$ cat config.mk
export PLATFORM = sky130hd
export DESIGN_NAME = pu_rendezvous_barrier
export DESIGN_NICKNAME = d
export VERILOG_FILES = /design/src/rtl/pu_rendezvous_barrier.sv
export SDC_FILE = /design/constraint.sdc
export NUM_CORES = 1
export LEC_CHECK = 0
export CORE_MARGIN = 8
export CORE_UTILIZATION = 52
export CTS_BUF_LIST = sky130_fd_sc_hd__clkbuf_8 sky130_fd_sc_hd__clkbuf_16
export DETAILED_ROUTE_END_ITERATION = 8
export GPL_TIMING_DRIVEN = 0
export PLACE_DENSITY = 0.88
export SLEW_MARGIN = 20
export SYNTH_ARGS = -nofsm -noshare
export SYNTH_HDL_FRONTEND = slang
export SYNTH_SLANG_ARGS = --single-unit
$ cat constraint.sdc
create_clock -name clk -period 3 [get_ports clk]
set_clock_uncertainty 0.15 [all_clocks]
set_input_delay 0.3 -clock clk [delete_from_list [all_inputs] [get_ports clk]]
set_output_delay 0.3 -clock clk [all_outputs]
set_load 0.02 [all_outputs]
$ cat src/rtl/pu_rendezvous_barrier.sv
// Rendezvous barrier for a group of microcode control units.
// Collects per-unit arrive levels for the latched participant set. Once all
// participants have arrived it emits one registered release pulse. It also
// counts completed barriers and traps units that are too slow to arrive.
module pu_rendezvous_barrier #(
  parameter int N_UNITS     = 4,
  parameter int CNT_WIDTH   = 16,
  parameter int TIMEOUT     = 1024,
  parameter int TIMER_WIDTH = $clog2(TIMEOUT + 2)
) (
  input  logic                 clk,
  input  logic                 rst,
  input  logic                 start,
  input  logic                 stop,
  input  logic [N_UNITS-1:0]   participant_mask,
  input  logic [N_UNITS-1:0]   arrive,
  output logic                 rendezvous,
  output logic                 busy,
  output logic [CNT_WIDTH-1:0] cycle_count,
  output logic                 timeout_err,
  output logic [N_UNITS-1:0]   missing
);

  typedef enum logic [1:0] {
    IDLE    = 2'd0,
    COLLECT = 2'd1,
    ERROR   = 2'd2
  } state_t;

  localparam bit                     TO_EN  = (TIMEOUT > 0);
  localparam logic [TIMER_WIDTH-1:0] TO_VAL = TIMER_WIDTH'(TIMEOUT);

  state_t                 state, state_n;
  logic [N_UNITS-1:0]     mask_q, mask_n;
  logic [N_UNITS-1:0]     arrived, arrived_n;
  logic [TIMER_WIDTH-1:0] timer, timer_n, timer_inc;
  logic [CNT_WIDTH-1:0]   cnt_n;
  logic [N_UNITS-1:0]     missing_n;
  logic                   rdv_n;
  logic [N_UNITS-1:0]     eff, arr_acc;
  logic                   complete, partial;

  // Next-state and next-register values; outputs come only from registers.
  always_comb begin
    state_n   = state;
    mask_n    = mask_q;
    arrived_n = arrived;
    timer_n   = timer;
    cnt_n     = cycle_count;
    missing_n = missing;
    rdv_n     = 1'b0;
    // A unit still showing arrive during the release cycle is not re-counted.
    eff       = rendezvous ? '0 : (arrive & mask_q);
    arr_acc   = arrived | eff;
    complete  = (arr_acc == mask_q);
    partial   = (arr_acc != '0) && !complete;
    timer_inc = timer + TIMER_WIDTH'(1);

    case (state)
      IDLE, ERROR: begin
        // Stop is a no-op here; only a start with a non-empty mask is accepted.
        if (start && (participant_mask != '0)) begin
          state_n   = COLLECT;
          mask_n    = participant_mask;
          arrived_n = '0;
          timer_n   = '0;
          cnt_n     = '0;
          missing_n = '0;
        end
      end
      COLLECT: begin
        if (complete) begin
          // Completion wins over both stop and timeout.
          rdv_n     = 1'b1;
          arrived_n = '0;
          timer_n   = '0;
          cnt_n     = cycle_count + CNT_WIDTH'(1);
          if (stop) state_n = IDLE;
        end else if (stop) begin
          state_n   = IDLE;
          arrived_n = '0;
          timer_n   = '0;
        end else if (TO_EN && partial) begin
          arrived_n = arr_acc;
          if (timer_inc == TO_VAL) begin
            state_n   = ERROR;
            missing_n = mask_q & ~arr_acc;
          end else begin
            timer_n = timer_inc;
          end
        end else begin
          arrived_n = arr_acc;
          timer_n   = '0;
        end
      end
      default: state_n = IDLE;
    endcase
  end

  // State and datapath registers with synchronous reset.
  always_ff @(posedge clk) begin
    if (rst) begin
      state       <= IDLE;
      mask_q      <= '0;
      arrived     <= '0;
      timer       <= '0;
      cycle_count <= '0;
      missing     <= '0;
      rendezvous  <= 1'b0;
    end else begin
      state       <= state_n;
      mask_q      <= mask_n;
      arrived     <= arrived_n;
      timer       <= timer_n;
      cycle_count <= cnt_n;
      missing     <= missing_n;
      rendezvous  <= rdv_n;
    end
  end

  assign busy        = (state == COLLECT);
  assign timeout_err = (state == ERROR);

endmodule

==> qor.yml <==
status: "completed"
r2r-start: "rendezvous$_SDFF_PP0_"
clk_latency_ns: 0.30
num_rows: 23
htree_levels: 2
slew_headroom: 0.643
ios: 35
dr.pass1.iters: 4
place_hpwl_microns: 3620
rr_endpoint: "timer[9]$_SDFFE_PP0P_"
cts_buffers: 5
port_buffers: 34
critPathLaunch: "rendezvous$_SDFF_PP0_"
post-place-ws_ns: -0.118
hold_viol_final: 0
crit_family: "compound AO/OA/AOI/OAI gates"
fin_crit_sh: 0.939
async_flop_share: 0
arrival_ns: 2.87
cts_sinks: 42
vias: 1931
core_sq_mm: 0.00391
grt_pass1_wl_microns: 7820
critPathSlowestCell: "a31oi_1"
cellLeakagePower_nw: 0.895
finalSetupViolCount: 0
grt_pass1_vias: 1771
fin_ws_ns: 0.182
cp.depth: 9
grt_max_degree: 16
nFillCells: 355
cts_tree: "done"
cts-root-buf: "clkbuf_8"
layout_commonest_cell: "dfxtp_1"
final_nets: 303
ant_nets: 0
cp.buffers_inverters: 1
die_h_microns: 79.3
routed_wl_microns: 4830
fmax_mhz: 355
min_path_type: "reg -> reg"
crit_path_max_fanout: 6
peakVddDrop_v: 0.000373
multi_input_area_sq_mm: 0.00119
place_congestion: 0.841
maxCapViolCount: 0
grt_antenna_before_repair: 0
syn-num-nets: 262
synth.avg_cell_area_sq_um: 8.53
synth_edf_count: 0
reg2regPathDepth: 9
via_per_inst: 5.75
antennaDiodeCount: 0
layout_common_cells: "dfxtp_1, nor2_1, clkdlybuf4s50_1, nand2_1, a21oi_1"
cp-start-kind: "register"
die_x_microns: 79.3
power_density_mw_per_mm2: 405
start_util: 0.532
ys_ff_latch: 42
die_area_sq_mm: 0.00628
ys_types: 47
drive_above_1_share: 0.0839
cts_hold_buf: 0
worstMarginPinSlew_ns: 0.534
regToRegSetupSlack_ns: 0.18
design_area_sq_mm: 0.00258
yosys_warnings: 0
synth_area_sq_mm: 0.00208
wl_per_cell_microns: 14.4
netlist_instances: 244
crit_path_max_incr_delay_ns: 0.44
power_mw: 1.05
drt_iter0_drc: 76
timing.final.crit_period_ns: 2.82
placedInstanceArea_sq_mm: 0.00248
grt_overflow_total: 0
place_inst: 328
cp_cell_sequence: "inv_1 > a31oi_1 > ha_1 > nand4_1 > nand2_2 > a41oi_2 > nand2b_1 > a211o_1 > o311ai_1"
ys_seq_area_frac: 0.404
ctsLongestPathBuffers: 2
syn2layout_area_growth_pct: 24.2
critPathKind: "reg -> reg"
postCtsResizedCells: 0
hold_depth: 2
clkSlewWorstSetupHoldPaths_ns: 0.09
required_ns: 3.05
final_max_slew_viol_count: 0
grtUsageTotal: 0.153
remaining_drc_errors: 0
crit_end: "timer[9]$_SDFFE_PP0P_"
fin_cells: 336
synth_ff_type: "dfxtp_1"
endpoint_kind: "register"
seqCellArea_sq_um: 841
post_cts_buffers: 0
==> registers in the layout (all words and copies together), names as in the netlist <==
register / cells
cycle_count: 16
timer: 11
arrived: 4
mask_q: 4
missing: 4
state: 2
rendezvous: 1
==> per-stage QoR <==
stage               hold slack [ns]   util  TNS, ns
finish                        0.339  0.660        0
global route                  0.349  0.660  -0.0183
CTS                           0.342  0.658        0
detailed placement            0.328  0.635   -0.179
global placement              0.316  0.635   -0.108
floorplan                     0.286      -        0
==> cell families (layout without fill, tap and decap cells) <==
group,Yosys count,after routing,synth area share
AO/OA/AOI/OAI,50,50,0.178
XOR/XNOR,15,15,0.0631
adder cells (fa/ha/maj),6,6,0.0361
buffers and inverters,13,55,0.0283
flip-flops,42,42,0.404
AND/OR/NAND/NOR,118,118,0.290
==> routing by layer <==
layer,vias to the layer above,global-route usage,wire (microns)
li1,963,-,-
met1,900,0.178,2210
met2,59,0.252,2220
met3,9,0.0429,320
met4,0,0.0722,88
met5,-,0,0
==> Yosys cell counts, types with 2 or more instances <==
master    number  area [sq um]
and3_1         8          50.1
xor2_1         9          78.8
xnor2_1        6          52.6
clkbuf_1       5          18.8
nand2_1       25          93.8
nand2b_1       3          18.8
nand4_1        8          50.1
and2_1         5          31.3
a211oi_1       2          15.0
nor2_1        35           131
o41ai_2        3          48.8
dfxtp_1       42           841
o311ai_1       3          26.3
a32oi_1        2          17.5
buf_2          2          10.0
nor3_1         4          20.0
nand3b_1       4          30.0
nand2_2        2          12.5
nand3_1       11          55.1
o21ai_0        3          15.0
nor4_1         4          25.0
o22ai_1        2          12.5
a31oi_1        5          31.3
inv_1          5          18.8
ha_1           6          75.1
a21oi_1       19          95.1
==> cell type report <==
class,instances,area share
timing repair buffer,34,0.132
clock buffer,5,0.0266
buffer,8,0.0155
multi-input combinational,189,0.460
clock inverter,3,0.00920
inverter,5,0.00726
sequential,42,0.325
tap,50,0.0242
==> how the worst min path moves through the flow <==
| stage | slack [ns] | startpoint | to |
|---|---|---|---|
| finish | 0.34 | cycle_count[15]$_SDFFE_PP0P_ | cycle_count[15]$_SDFFE_PP0P_ |
| CTS | 0.34 | missing[3]$_SDFFE_PP0P_ | missing[3]$_SDFFE_PP0P_ |
| global route | 0.35 | cycle_count[15]$_SDFFE_PP0P_ | cycle_count[15]$_SDFFE_PP0P_ |
| floorplan | 0.29 | participant_mask[0] | mask_q[0]$_SDFFE_PP0P_ |
| detailed placement | 0.33 | missing[0]$_SDFFE_PP0P_ | missing[0]$_SDFFE_PP0P_ |
| global placement | 0.32 | arrived[0]$_SDFFE_PP0P_ | arrived[0]$_SDFFE_PP0P_ |
==> power by group <==
part | total, mW | switching [mW] | internal (mW)
clock | 0.379 | 0.212 | 0.166
sequential | 0.570 | 0.00657 | 0.563
combinational | 0.0976 | 0.0610 | 0.0366
==> worst min-delay path: cells and delay by family (launching register included) <==
family / cells / cell delay (ns)
AOI/OAI and AO/OA: 2 / 0.13
DFF: 1 / 0.32
Note: power is estimated with default switching activity, not from simulation.
